File: src/rtl/mc_main_ctrl.sv
// Purpose : main control FSM of the multi-cycle RV64I-subset datapath (fetch/decode/execute/mem/wb).
// Latency : R/I 4 cycles, beq 3, ld 5, sd 4 with mem_ready high at once; each memory wait cycle adds 1.
// Backpressure: mem_ready low holds FETCH/MEMRD/MEMWR with their strobes asserted; run is sampled only at instruction boundaries.
//
// Ports:
//   clk, reset_n          clock (rising edge) and asynchronous active-low reset
//   run                   issue enable, looked at only in IDLE and at instruction boundaries
//   opcode                IR[6:0], meaningful from DECODE onward
//   mem_ready             completion of the current memory access
//   PCWrite..ALUOp        datapath enables and mux selects (ALUOp goes to alu_cu)
//   busy, illegal         status: busy outside IDLE/TRAP, illegal while trapped
// Optional feature macro: PERF_CNT_EN adds cycle_cnt/instr_cnt performance counters (CNT_W bits wide).

module mc_main_ctrl #(
    parameter int CNT_W = 32
) (
    input  logic       clk,
    input  logic       reset_n,
    input  logic       run,
    input  logic [6:0] opcode,
    input  logic       mem_ready,
    output logic       PCWrite,
    output logic       PCWriteCond,
    output logic       PCSource,
    output logic       IorD,
    output logic       MemRead,
    output logic       MemWrite,
    output logic       IRWrite,
    output logic       MemtoReg,
    output logic       RegWrite,
    output logic       ALUSrcA,
    output logic [1:0] ALUSrcB,
    output logic [1:0] ALUOp,
    output logic       busy,
    output logic       illegal
`ifdef PERF_CNT_EN
    ,
    output logic [CNT_W-1:0] cycle_cnt,
    output logic [CNT_W-1:0] instr_cnt
`endif
);

    localparam logic [3:0] S_IDLE    = 4'd0;
    localparam logic [3:0] S_FETCH   = 4'd1;
    localparam logic [3:0] S_DECODE  = 4'd2;
    localparam logic [3:0] S_MEMADDR = 4'd3;
    localparam logic [3:0] S_MEMRD   = 4'd4;
    localparam logic [3:0] S_WB_MEM  = 4'd5;
    localparam logic [3:0] S_MEMWR   = 4'd6;
    localparam logic [3:0] S_EXEC_R  = 4'd7;
    localparam logic [3:0] S_EXEC_I  = 4'd8;
    localparam logic [3:0] S_WB_ALU  = 4'd9;
    localparam logic [3:0] S_BRANCH  = 4'd10;
    localparam logic [3:0] S_TRAP    = 4'd11;

    localparam logic [6:0] OP_R   = 7'b0110011;
    localparam logic [6:0] OP_I   = 7'b0010011;
    localparam logic [6:0] OP_LD  = 7'b0000011;
    localparam logic [6:0] OP_SD  = 7'b0100011;
    localparam logic [6:0] OP_BEQ = 7'b1100011;

    logic [3:0] state;
    logic [3:0] state_nxt;
    logic [3:0] boundary_state;
    logic       at_boundary;

    // Where an instruction goes once it is finished: keep issuing only while run is high.
    assign boundary_state = run ? S_FETCH : S_IDLE;

    // High in the last cycle of every instruction (the cycle that transitions to the boundary).
    assign at_boundary = (state == S_WB_MEM) || (state == S_WB_ALU) || (state == S_BRANCH) ||
                         ((state == S_MEMWR) && mem_ready);

    always_comb begin
        state_nxt = state;
        case (state)
            S_IDLE:    if (run) state_nxt = S_FETCH;
            S_FETCH:   if (mem_ready) state_nxt = S_DECODE;
            S_DECODE: begin
                case (opcode)
                    OP_LD, OP_SD: state_nxt = S_MEMADDR;
                    OP_R:         state_nxt = S_EXEC_R;
                    OP_I:         state_nxt = S_EXEC_I;
                    OP_BEQ:       state_nxt = S_BRANCH;
                    default:      state_nxt = S_TRAP;
                endcase
            end
            // Only ld and sd reach MEMADDR, so anything that is not sd is a load.
            S_MEMADDR: state_nxt = (opcode == OP_SD) ? S_MEMWR : S_MEMRD;
            S_MEMRD:   if (mem_ready) state_nxt = S_WB_MEM;
            S_WB_MEM:  state_nxt = boundary_state;
            S_MEMWR:   if (mem_ready) state_nxt = boundary_state;
            S_EXEC_R:  state_nxt = S_WB_ALU;
            S_EXEC_I:  state_nxt = S_WB_ALU;
            S_WB_ALU:  state_nxt = boundary_state;
            S_BRANCH:  state_nxt = boundary_state;
            S_TRAP:    state_nxt = S_TRAP;
            default:   state_nxt = S_IDLE;
        endcase
    end

    always_ff @(posedge clk or negedge reset_n) begin
        if (!reset_n) begin
            state <= S_IDLE;
        end else begin
            state <= state_nxt;
        end
    end

    // Moore decode; the only Mealy terms are IRWrite/PCWrite in FETCH, which follow mem_ready.
    always_comb begin
        PCWrite     = 1'b0;
        PCWriteCond = 1'b0;
        PCSource    = 1'b0;
        IorD        = 1'b0;
        MemRead     = 1'b0;
        MemWrite    = 1'b0;
        IRWrite     = 1'b0;
        MemtoReg    = 1'b0;
        RegWrite    = 1'b0;
        ALUSrcA     = 1'b0;
        ALUSrcB     = 2'b00;
        ALUOp       = 2'b00;
        busy        = (state != S_IDLE) && (state != S_TRAP);
        illegal     = (state == S_TRAP);
        case (state)
            S_FETCH: begin
                MemRead = 1'b1;
                ALUSrcB = 2'b01;
                IRWrite = mem_ready;
                PCWrite = mem_ready;
            end
            S_DECODE: begin
                // PC + (imm<<1) is computed speculatively so a beq finds its target in ALUOut.
                ALUSrcB = 2'b11;
            end
            S_MEMADDR, S_EXEC_I: begin
                ALUSrcA = 1'b1;
                ALUSrcB = 2'b10;
            end
            S_MEMRD: begin
                MemRead = 1'b1;
                IorD    = 1'b1;
            end
            S_WB_MEM: begin
                RegWrite = 1'b1;
                MemtoReg = 1'b1;
            end
            S_MEMWR: begin
                MemWrite = 1'b1;
                IorD     = 1'b1;
            end
            S_EXEC_R: begin
                ALUSrcA = 1'b1;
                ALUOp   = 2'b10;
            end
            S_WB_ALU: begin
                RegWrite = 1'b1;
            end
            S_BRANCH: begin
                ALUSrcA     = 1'b1;
                ALUOp       = 2'b01;
                PCWriteCond = 1'b1;
                PCSource    = 1'b1;
            end
            default: begin
            end
        endcase
    end

`ifdef PERF_CNT_EN
    // busy is low in TRAP and no boundary is reachable from TRAP, so both counters freeze there.
    always_ff @(posedge clk or negedge reset_n) begin
        if (!reset_n) begin
            cycle_cnt <= '0;
            instr_cnt <= '0;
        end else begin
            if (busy) begin
                cycle_cnt <= cycle_cnt + CNT_W'(1);
            end
            if (at_boundary) begin
                instr_cnt <= instr_cnt + CNT_W'(1);
            end
        end
    end
`else
    logic unused_boundary;
    assign unused_boundary = at_boundary;
`endif

endmodule

File: config.mk
export PLATFORM = sky130hd
export DESIGN_NAME = mc_main_ctrl
export DESIGN_NICKNAME = d
export VERILOG_FILES = /design/src/rtl/mc_main_ctrl.sv
export SDC_FILE = /design/constraint.sdc
export NUM_CORES = 1
export LEC_CHECK = 0
export BUFFER_PORTS_ARGS = -buffer_cell sky130_fd_sc_hd__buf_2
export CELL_PAD_IN_SITES_DETAIL_PLACEMENT = 1
export CELL_PAD_IN_SITES_GLOBAL_PLACEMENT = 1
export CORE_MARGIN = 2
export CORE_UTILIZATION = 31
export DETAILED_ROUTE_END_ITERATION = 12
export PLACE_DENSITY = 0.81
export RECOVER_POWER = 25
export SLEW_MARGIN = 20
export SYNTH_ARGS = -nofsm -noshare
export SYNTH_HDL_FRONTEND = slang
export SYNTH_SLANG_ARGS = --single-unit
File: constraint.sdc
create_clock -name clk -period 3.7 [get_ports clk]
set_input_delay 0.37 -clock clk [delete_from_list [all_inputs] [get_ports clk]]
set_output_delay 0.37 -clock clk [all_outputs]
set_load 0.005 [all_outputs]
Word level (Yosys, flattened, before mapping)
Index checks and enable logic that the tools add are counted.

Muxes and demuxes: 18. Reductions and logical operators: 12. Eq/ne operators: 21.

Operator list (count): case mux 4 bit (9 select lines) (1); equality test 4 x 3 -> 1 bit, second input constant (4); equality test 4 bit, second input constant (4); 2-to-1 mux 4 bit (4); case mux 4 bit (4 select lines) (1); equality test 7 x 6 -> 1 bit, second input constant (2); OR reduction 2 bit (6); 2-to-1 mux 1 bit (9); equality test 4 x 2 -> 1 bit, second input constant (2); inequality test 2 bit, second input constant (4); equality test 7 x 2 -> 1 bit, second input constant (1); equality test 7 x 5 -> 1 bit, second input constant (1); equality test 7 bit, second input constant (1); case mux 2 bit (3 select lines) (1); equality test 4 x 1 -> 1 bit, second input constant (1); zero test 4 bit (1); inequality test 4 bit, second input constant (1); case mux 2 bit (2 select lines) (1); AND reduction 4 bit (1); nonzero test 4 bit (1); OR reduction 4 bit (1); OR reduction 3 bit (1); 2-to-1 mux 2 bit (1); logical AND 1 bit (1).

Word-level logic and storage cells: 52. Output and inout bits: 16. Input bits: 11. Register bits: 4.

Depth between registers and ports, before layout
Gate-level depths: netlist of run 1.

Depth after elaboration: 4. Gate-level depth with buffers: 5. Mapped depth without buffers: 4.

Least setup slack after synthesis of run 1
Ideal clock, no wire load.

Path type: register -> output. Start: register state[3]. End: output port PCWrite. Buffers on the path: 2. Slack: 2143 ps. Arrival time: 1187 ps. Cell stages (with the launch flop): 4. Cells stage by stage: dfrtp_1 > clkbuf_1 > nor4_1 > buf_4.

Longest elaborated chain between the ends: 2.

Ends and longest elaborated chain: from (decl) (RTL line 62) `logic [3:0] state;`; from (signal assigned) (RTL line 106) `state <= state_nxt;`; equality test 4 x 1 -> 1 bit; 2-to-1 mux 1 bit; to (decl) (RTL line 22) `output logic PCWrite,`.

No other way between the ends.

Worst setup path after layout of run 1
Start: register state[0]. End: output port PCWrite.

Longest elaborated chain between the ends: 2.

Ends and longest elaborated chain: equality test 4 x 1 -> 1 bit (RTL line 126) `case (state)`; 2-to-1 mux 1 bit (RTL line 126).

No other way between the ends.

==> results of run 1 <==
[where the power goes]
group / internal [mW] / switching (mW) / leakage (nW)
clock: 0.0361 / 0.0149 / 0.0138
sequential: 0.0620 / 0.0657 / 0.0513
combinational: 0.141 / 0.155 / 0.234
total: 0.239 / 0.236 / 0.299
[metal layers]
layer | GRT usage | vias to the layer above
met5 | 0 | -
met3 | 0.0240 | 0
met4 | 0.0706 | 0
met1 | 0.219 | 302
met2 | 0.274 | 19
li1 | - | 320
[area by class of cell]
class / instances / area, sq um / share of cell area
timing repair buffer: 27 / 139 / 0.212
sequential: 4 / 100 / 0.153
inverter: 5 / 18.8 / 0.0287
tap: 16 / 20.0 / 0.0306
clock buffer: 3 / 22.5 / 0.0344
multi-input combinational: 57 / 354 / 0.541
[layout by cell type, fill, tap and decap left out, types with 2 or more instances in the layout]
cell                        n
sky130_fd_sc_hd__nor2_1    11
sky130_fd_sc_hd__nand2_1    7
sky130_fd_sc_hd__a211oi_1   3
sky130_fd_sc_hd__nor3b_1    2
sky130_fd_sc_hd__or3_1      2
sky130_fd_sc_hd__o22ai_1    3
sky130_fd_sc_hd__a21oi_1    2
sky130_fd_sc_hd__dfrtp_1    4
sky130_fd_sc_hd__buf_2     25
sky130_fd_sc_hd__o21ai_0    3
sky130_fd_sc_hd__inv_1      5
sky130_fd_sc_hd__nor3_1     3
sky130_fd_sc_hd__clkbuf_4   3
sky130_fd_sc_hd__nand2b_1   2
[cells in the mapped netlist, drive strengths merged]
cell	number
o21ai	4
a41oi	1
or3	2
a31oi	1
buf	5
nand2b	3
a222oi	1
nand2	7
a21boi	1
nor4	1
dfrtp	4
nand3b	1
and4bb	1
a211oi	3
o31a	1
nor2	11
a21oi	2
or2b	1
nand3	1
a2111o	1
clkbuf	2
nor3	3
nor4b	1
nor3b	2
mux2i	1
o32a	1
a32oi	1
a221o	1
o22ai	3
o32ai	1
inv	5
[how the worst max path moves through the flow]
stage,start,endpoint,slack (ns),depth (start not counted)
2_1_floorplan,state[3],PCWrite,2.14,3
3_5_place_dp,state[0],PCWrite,1.99,3
6_report,state[0],PCWrite,1.76,3
5_1_grt,state[0],IRWrite,1.60,3
3_3_place_gp,state[0],PCWrite,1.99,3
4_1_cts,state[0],PCWrite,1.74,3
[stage by stage]
stage	power (mW)	util	setup slack [ns]	hold slack, ns	area (sq um)
detailed placement	0.423	0.404	1.99	0.178	623
finish	0.474	0.425	1.76	0.442	654
global placement	0.417	0.404	1.99	0.175	623
global route	0.518	0.425	1.60	0.461	654
CTS	0.478	0.425	1.74	0.441	656
floorplan	0.328	-	2.14	0.0744	519
[cells by family after synthesis]
kind of cell,synth area share
muxes,0.0193
buffers and inverters,0.125
DFF,0.193
AOI/OAI and AO/OA,0.311
and+or+nand+nor,0.352
[worst max-delay path, delay by kind of cell, from the launching register on]
family / cells / cell delay, ns
DFF: 1 / 0.61
and+or+nand+nor: 2 / 0.55
buffers and inverters: 1 / 0.18
==> flow_summary.html, run 1 <==
<table>
<tr><th>Metric</th><th>Value</th></tr>
<tr><th colspan="2">Timing</th></tr>
<tr><td>Number of endpoints failing setup at the final stage</td><td>0</td></tr>
<tr><td>Count of final max-slew check failures</td><td>0</td></tr>
<tr><td>Final critical path time including I/O delays and setup</td><td>roughly 1.9 ns</td></tr>
<tr><td>Setup repair after global routing missed its margin</td><td>no</td></tr>
<tr><td>Count of endpoints failing hold in the final timing report</td><td>0</td></tr>
<tr><td>Worst slew margin relative to its limit</td><td>0.684</td></tr>
<tr><td>Measured slew at the worst slew-check pin</td><td>around 0.47 ns</td></tr>
<tr><td>Total negative setup slack</td><td>0 ns</td></tr>
<tr><td>Worst clock skew</td><td>about 0.0011 ns</td></tr>
<tr><td>Maximum achievable frequency</td><td>around 0.52 GHz</td></tr>
<tr><td>Crit share post-route</td><td>0.524</td></tr>
<tr><th colspan="2">CTS</th></tr>
<tr><td>Clock latency reported for the late side of the worst-skew pair</td><td>approximately 0.23 ns</td></tr>
<tr><td>Inserted Clock Buffers</td><td>3</td></tr>
<tr><td>Cell at the root of the clock tree</td><td>sky130_fd_sc_hd__clkbuf_4</td></tr>
<tr><td>H-Tree Depth</td><td>1</td></tr>
<tr><td>Post-cts repair resize count</td><td>0</td></tr>
<tr><td>Clock Sinks</td><td>4</td></tr>
<tr><td>Hold buffer count at CTS</td><td>1</td></tr>
<tr><td>Buffer count from post-CTS setup fixing</td><td>0</td></tr>
<tr><td>Clock-pin slew of the registers on the worst-case setup and hold paths</td><td>0.03 ns</td></tr>
<tr><td>Worst-case clock buffer depth</td><td>2</td></tr>
<tr><td>CTS tree</td><td>yes</td></tr>
<tr><th colspan="2">Global route</th></tr>
<tr><td>Antenna violations before repair</td><td>0</td></tr>
<tr><td>Total routing usage reported by global routing</td><td>0.168</td></tr>
<tr><td>Total overflow reported by the global router</td><td>0</td></tr>
<tr><td>Pin count of the biggest net entering global routing</td><td>16</td></tr>
<tr><td>First-pass GRT wire length</td><td>2500 um</td></tr>
<tr><td>Via count of the first global-routing pass</td><td>605</td></tr>
<tr><th colspan="2">Routing</th></tr>
<tr><td>WL met2</td><td>between 800 and 900 um</td></tr>
<tr><td>Highest layer used for signal routing</td><td>met3</td></tr>
<tr><td>Via count</td><td>about 640</td></tr>
<tr><td>DRC</td><td>0</td></tr>
<tr><td>Drt first pass iters</td><td>4</td></tr>
<tr><td>Wirelength per Cell</td><td>around 14 um</td></tr>
<tr><td>Wire length on met3</td><td>between 60 and 70 um</td></tr>
<tr><td>DRC marker count from the first detailed-route iteration</td><td>21</td></tr>
<tr><td>Routed vias/inst</td><td>around 5.7</td></tr>
<tr><td>Number of nets with antenna violations after routing</td><td>0</td></tr>
<tr><td>Routed length on met1</td><td>just under 700 um</td></tr>
<tr><td>Wire length after detailed routing</td><td>roughly 1600 um</td></tr>
<tr><th colspan="2">Power and ir drop</th></tr>
<tr><td>Static power due to leakage</td><td>about 0.3 nW</td></tr>
<tr><td>Worst vdd ir</td><td>approximately 0.37 mV</td></tr>
<tr><td>Power density normalized to cell area</td><td>a little over 700 mW/mm^2</td></tr>
<tr><th colspan="2">Setup path</th></tr>
<tr><td>Worst setup path category</td><td>reg -&gt; out</td></tr>
<tr><td>Path depth of the worst reg2reg path</td><td>4</td></tr>
<tr><td>Critical Path RT</td><td>3.33 ns</td></tr>
<tr><td>Startpoint type of the worst setup path</td><td>flop</td></tr>
<tr><td>Crit path DAT</td><td>1.57 ns</td></tr>
<tr><td>Crit-path cells</td><td>nand2b_1 -&gt; nor4_1 -&gt; buf_2</td></tr>
<tr><td>Worst-path cell with the longest stage delay</td><td>sky130_fd_sc_hd__dfrtp_1</td></tr>
<tr><td>Register-to-Register Setup Slack</td><td>approximately 2.0 ns</td></tr>
<tr><td>Peak fanout along the critical path</td><td>15</td></tr>
<tr><td>Worst R2R End</td><td>state[0]</td></tr>
<tr><td>Capturing element type of the critical path</td><td>output pin</td></tr>
<tr><td>Reg-to-Reg Start</td><td>state[1]</td></tr>
<tr><td>Critical Path Max Stage Delay</td><td>between 0.6 and 0.7 ns</td></tr>
<tr><th colspan="2">Hold path</th></tr>
<tr><td>Worst hold stages</td><td>2</td></tr>
<tr><td>Hold Path Origin</td><td>mem_ready</td></tr>
<tr><td>Min-Delay Endpoint</td><td>state[2]</td></tr>
<tr><td>Min-Delay Path Class</td><td>in -&gt; reg</td></tr>
<tr><th colspan="2">Synth</th></tr>
<tr><td>Sequential element share of the synthesized area</td><td>0.193</td></tr>
<tr><td>Count of unique library cells instantiated by Yosys</td><td>35</td></tr>
<tr><td>Synthesis warning total</td><td>0</td></tr>
<tr><td>Average instance area after synthesis</td><td>slightly above 7 sq um</td></tr>
<tr><td>Cell type with the highest aggregate area in the netlist</td><td>sky130_fd_sc_hd__dfrtp_1</td></tr>
<tr><td>Synthesized Nets</td><td>between 80 and 90</td></tr>
<tr><td>Post-synthesis instance area</td><td>~520 sq um</td></tr>
<tr><td>Number of synthesized register bits</td><td>4</td></tr>
<tr><td>Main area contributors after synthesis</td><td>sky130_fd_sc_hd__dfrtp_1, sky130_fd_sc_hd__nor2_1, sky130_fd_sc_hd__nand2_1</td></tr>
<tr><td>Fraction of post-synthesis cell area in the top cell type by area</td><td>0.193</td></tr>
<tr><td>Mapped Cells</td><td>73</td></tr>
<tr><th colspan="2">Finish</th></tr>
<tr><td>Final layout net count</td><td>between 100 and 150</td></tr>
<tr><td>Top flop regs</td><td>state: 4 flops</td></tr>
<tr><td>Synthesis-to-layout area growth</td><td>26.0%</td></tr>
<tr><td>Proportion of layout cells with a drive suffix above 1</td><td>0.323</td></tr>
<tr><td>Flip-flop count of the largest register after layout</td><td>4</td></tr>
<tr><td>Register with the highest flop count</td><td>state</td></tr>
<tr><td>Total inserted antenna cells</td><td>0</td></tr>
<tr><td>Fill count</td><td>roughly 220</td></tr>
<tr><td>Non-filler instance count after layout</td><td>between 100 and 150</td></tr>
<tr><th colspan="2">Die</th></tr>
<tr><td>Chip width</td><td>44.9 um</td></tr>
<tr><td>Chip Height</td><td>44.9 um</td></tr>
<tr><td>Number of cell rows</td><td>14</td></tr>
<tr><td>Die area</td><td>between 0.002 and 0.0025 sq mm</td></tr>
<tr><td>Floorplan core area</td><td>between 0.0015 and 0.002 sq mm</td></tr>
<tr><td>Number of ports placed on the die boundary</td><td>27</td></tr>
<tr><td>Starting density of the core</td><td>0.337</td></tr>
<tr><th colspan="2">Placement</th></tr>
<tr><td>Final RePlAce weighted congestion</td><td>0.852</td></tr>
<tr><td>Post-DP HPWL</td><td>1260 um</td></tr>
<tr><td>Port Buf Inserts</td><td>26</td></tr>
<tr><td>Post-placement cell count</td><td>108</td></tr>
<tr><th colspan="2">Outcome</th></tr>
<tr><td>Outcome</td><td>finished clean</td></tr>
<tr><th colspan="2">Flow run</th></tr>
<tr><td>Number of maximum-capacitance constraint violations</td><td>0</td></tr>
</table>
Note: power is estimated with default switching activity, not from simulation.
==> run 2, diff against run 1 <==
Settings changed: CORE_UTILIZATION 31 to 26, PLACE_DENSITY 0.81 to 0.73.
Clock period 3.7 ns to 1.75 ns, I/O delays scaled along.
==> flow_summary.html, run 2 (synthesis results as in run 1) <==
<table>
<tr><th>Metric</th><th>Value</th></tr>
<tr><th colspan="2">Power and ir drop</th></tr>
<tr><td>Part of the power in registers</td><td>0.181 (was 0.269)</td></tr>
<tr><td>Net switching fraction of the power</td><td>0.493 (was 0.497)</td></tr>
<tr><td>Cell internal power dissipation</td><td>0.550 mW (was 0.239 mW)</td></tr>
<tr><td>Power after layout</td><td>1.08 mW (was 0.474 mW)</td></tr>
<tr><td>Switching power</td><td>0.534 mW (was 0.236 mW)</td></tr>
<tr><td>Share of power burned in the clock network</td><td>0.111 (was 0.107)</td></tr>
<tr><td>Worst vdd ir</td><td>0.527 mV (was 0.372 mV)</td></tr>
<tr><td>Share of total power in combinational logic</td><td>0.708 (was 0.623)</td></tr>
<tr><td>Static power due to leakage</td><td>0.315 nW (was 0.299 nW)</td></tr>
<tr><td>Power density normalized to cell area</td><td>1560 mW/mm^2 (was 725 mW/mm^2)</td></tr>
<tr><th colspan="2">CTS</th></tr>
<tr><td>H-Tree Depth</td><td>1 (unchanged)</td></tr>
<tr><td>Buffer count from post-CTS setup fixing</td><td>0 (unchanged)</td></tr>
<tr><td>Cell at the root of the clock tree</td><td>sky130_fd_sc_hd__clkbuf_4 (unchanged)</td></tr>
<tr><td>Clock-pin slew of the registers on the worst-case setup and hold paths</td><td>0.04 ns (was 0.03 ns)</td></tr>
<tr><td>Worst-case clock buffer depth</td><td>2 (unchanged)</td></tr>
<tr><td>CTS tree</td><td>yes (unchanged)</td></tr>
<tr><td>Clock Sinks</td><td>4 (unchanged)</td></tr>
<tr><td>Clock latency reported for the late side of the worst-skew pair</td><td>0.24 ns (was 0.23 ns)</td></tr>
<tr><td>Inserted Clock Buffers</td><td>3 (unchanged)</td></tr>
<tr><th colspan="2">Outcome</th></tr>
<tr><td>Outcome</td><td>finished clean (unchanged)</td></tr>
<tr><th colspan="2">Global route</th></tr>
<tr><td>First-pass GRT wire length</td><td>3230 um (was 2500 um)</td></tr>
<tr><td>Total routing usage reported by global routing</td><td>0.171 (was 0.168)</td></tr>
<tr><td>Total overflow reported by the global router</td><td>0 (unchanged)</td></tr>
<tr><td>Antenna violations before repair</td><td>0 (unchanged)</td></tr>
<tr><td>Via count of the first global-routing pass</td><td>699 (was 605)</td></tr>
<tr><td>Pin count of the biggest net entering global routing</td><td>15 (was 16)</td></tr>
<tr><th colspan="2">Timing</th></tr>
<tr><td>Final critical path time including I/O delays and setup</td><td>1.62 ns</td></tr>
<tr><td>Maximum achievable frequency</td><td>0.618 GHz</td></tr>
<tr><td>Setup repair after global routing missed its margin</td><td>no (unchanged)</td></tr>
<tr><td>Number of endpoints failing setup at the final stage</td><td>0 (unchanged)</td></tr>
<tr><td>Count of endpoints failing hold in the final timing report</td><td>0 (unchanged)</td></tr>
<tr><td>Worst slew margin relative to its limit</td><td>0.799 (was 0.684)</td></tr>
<tr><td>Worst clock skew</td><td>0.00695 ns (was 0.00107 ns)</td></tr>
<tr><td>Total negative setup slack</td><td>0 ns (unchanged)</td></tr>
<tr><td>Count of final max-slew check failures</td><td>0 (unchanged)</td></tr>
<tr><td>Crit share post-route</td><td>0.924</td></tr>
<tr><td>Measured slew at the worst slew-check pin</td><td>0.299 ns (was 0.474 ns)</td></tr>
<tr><td>Hold slack</td><td>0.238 ns (was 0.442 ns)</td></tr>
<tr><td>Final setup margin</td><td>0.132 ns (was 1.76 ns)</td></tr>
<tr><th colspan="2">Finish</th></tr>
<tr><td>Register with the highest flop count</td><td>state (unchanged)</td></tr>
<tr><td>Top flop regs</td><td>state: 4 flops (unchanged)</td></tr>
<tr><td>Total inserted antenna cells</td><td>0 (unchanged)</td></tr>
<tr><td>Flip-flop count of the largest register after layout</td><td>4 (unchanged)</td></tr>
<tr><td>Most frequent cells in the layout</td><td>sky130_fd_sc_hd__buf_2, sky130_fd_sc_hd__nor2_1, sky130_fd_sc_hd__nand2_1 (unchanged)</td></tr>
<tr><td>Fill count</td><td>271 (was 223)</td></tr>
<tr><td>Synthesis-to-layout area growth</td><td>34.0% (was 26.0%)</td></tr>
<tr><td>Proportion of layout cells with a drive suffix above 1</td><td>0.350 (was 0.323)</td></tr>
<tr><td>Commonest non-fill, non-tap cell in the layout</td><td>sky130_fd_sc_hd__buf_2 (unchanged)</td></tr>
<tr><td>Final layout net count</td><td>113 (was 109)</td></tr>
<tr><td>Finished Core Util</td><td>0.362 (was 0.425)</td></tr>
<tr><th colspan="2">Setup path</th></tr>
<tr><td>Critical Path RT</td><td>1.57 ns (was 3.33 ns)</td></tr>
<tr><td>Number of stages on the worst setup path</td><td>4 (was 3)</td></tr>
<tr><td>Reg-to-Reg Start</td><td>state[0] (was state[1])</td></tr>
<tr><td>Launch point of the worst path</td><td>state[3] (was state[0])</td></tr>
<tr><td>CP delay by family, top</td><td>flip-flops (unchanged)</td></tr>
<tr><td>Capturing element type of the critical path</td><td>output pin (unchanged)</td></tr>
<tr><td>Setup crit end</td><td>RegWrite (was PCWrite)</td></tr>
<tr><td>Crit-path cells</td><td>inv_1 -&gt; nand2_1 -&gt; a21oi_1 -&gt; buf_2 (was nand2b_1 -&gt; nor4_1 -&gt; buf_2)</td></tr>
<tr><td>Worst path bufs/invs</td><td>2 (was 1)</td></tr>
<tr><td>Critical Path Max Stage Delay</td><td>0.47 ns (was 0.61 ns)</td></tr>
<tr><td>Peak fanout along the critical path</td><td>10 (was 15)</td></tr>
<tr><td>Crit path DAT</td><td>1.44 ns (was 1.57 ns)</td></tr>
<tr><td>Worst setup path category</td><td>reg -&gt; out (unchanged)</td></tr>
<tr><td>Worst-path cell with the longest stage delay</td><td>sky130_fd_sc_hd__dfrtp_1 (unchanged)</td></tr>
<tr><td>Startpoint type of the worst setup path</td><td>flop (unchanged)</td></tr>
<tr><td>Worst R2R End</td><td>state[0] (unchanged)</td></tr>
<tr><td>Register-to-Register Setup Slack</td><td>0.20 ns (was 2.00 ns)</td></tr>
<tr><td>Path depth of the worst reg2reg path</td><td>4 (unchanged)</td></tr>
<tr><th colspan="2">Routing</th></tr>
<tr><td>Drt first pass iters</td><td>4 (unchanged)</td></tr>
<tr><td>Routed vias/inst</td><td>5.28 (was 5.72)</td></tr>
<tr><td>Wirelength per Cell</td><td>14.6 um (was 14.2 um)</td></tr>
<tr><td>Wire length after detailed routing</td><td>1850 um (was 1590 um)</td></tr>
<tr><td>Via count</td><td>670 (was 641)</td></tr>
<tr><td>DRC</td><td>0 (unchanged)</td></tr>
<tr><td>Number of nets with antenna violations after routing</td><td>0 (unchanged)</td></tr>
<tr><td>DRC marker count from the first detailed-route iteration</td><td>3 (was 21)</td></tr>
<tr><th colspan="2">Flow run</th></tr>
<tr><td>Number of maximum-capacitance constraint violations</td><td>0 (unchanged)</td></tr>
<tr><th colspan="2">Placement</th></tr>
<tr><td>Final RePlAce weighted congestion</td><td>0.824 (was 0.852)</td></tr>
<tr><td>Port Buf Inserts</td><td>26 (unchanged)</td></tr>
<tr><td>Setup slack after placement</td><td>0.174 ns (was 1.99 ns)</td></tr>
<tr><td>Post-DP HPWL</td><td>1480 um (was 1260 um)</td></tr>
<tr><th colspan="2">Hold path</th></tr>
<tr><td>Min-Delay Path Class</td><td>in -&gt; reg (unchanged)</td></tr>
<tr><th colspan="2">Die</th></tr>
<tr><td>Number of cell rows</td><td>16 (was 14)</td></tr>
<tr><td>Floorplan core area</td><td>0.00192 sq mm (was 0.00154 sq mm)</td></tr>
<tr><td>Chip Height</td><td>48.7 um (was 44.9 um)</td></tr>
<tr><td>Chip width</td><td>48.7 um (was 44.9 um)</td></tr>
<tr><td>Starting density of the core</td><td>0.270 (was 0.337)</td></tr>
<tr><td>Number of ports placed on the die boundary</td><td>27 (unchanged)</td></tr>
<tr><td>Die area</td><td>0.00237 sq mm (was 0.00202 sq mm)</td></tr>
</table>
## run 2: changes by cell type in the layout (fill, tap and decap cells not counted), sizes merged
cell    previous run  this run
clkbuf             4         5
buf               25        28
## run 2: worst min path at each step
stage	from	to	cells past startpoint
global placement	reset_n	state[2]	1
finish	mem_ready	state[2]	2
global route	mem_ready	state[2]	2
detailed placement	reset_n	state[2]	1
CTS	mem_ready	state[2]	2
floorplan	reset_n	state[0]	0
## run 2: cell type report
| class | instances | area (sq um) | area share |
|---|---|---|---|
| Sequential cell | 4 | 101 | 0.146 |
| Tap cell | 27 | 33.8 | 0.0486 |
| Multi-Input combinational cell | 57 | 354 | 0.509 |
| Timing Repair Buffer | 31 | 165 | 0.237 |
| Inverter | 5 | 18.8 | 0.0270 |
| Clock buffer | 3 | 22.5 | 0.0324 |
## run 2: per-stage QoR
| stage | area, sq um | cells |
|---|---|---|
| floorplan | 519 | 73 |
| global placement | 667 | 123 |
| detailed placement | 667 | 123 |
| CTS | 699 | 127 |
| global route | 696 | 127 |
| finish | 696 | 127 |
## run 2: routing by layer
metal  vias up  GRT usage  share of wire
met5         -          0              0
met4         0     0.0571         0.0076
met3         2     0.0494          0.054
met2        21      0.311           0.52
met1       322      0.190           0.42
li1        325          -              -
## run 2: repair_timing
| item | CTS | global route |
|---|---|---|
| gates resized for setup | 0 | 1 |
| hold endpoints to repair | 4 | 0 |
| hold buffers | 1 | 0 |
| endpoints found under the setup margin | 0 | 1 |
## run 2: worst register-to-register path: stages, from the launching register on
cell,delay (ns)
sky130_fd_sc_hd__dfrtp_2,0.45
sky130_fd_sc_hd__nand2b_1,0.24
sky130_fd_sc_hd__a211oi_1,0.08
sky130_fd_sc_hd__or3_1,0.35
sky130_fd_sc_hd__a222oi_1,0.29
## run 2: power by group through the flow
| stage | logic, mW | registers, mW | clock network [mW] |
|---|---|---|---|
| floorplan | 0.526 | 0.168 | 0 |
| global placement | 0.759 | 0.191 | 0 |
| detailed placement | 0.773 | 0.197 | 0 |
| CTS | 0.777 | 0.195 | 0.123 |
| global route | 0.870 | 0.207 | 0.131 |
| finish | 0.768 | 0.197 | 0.120 |
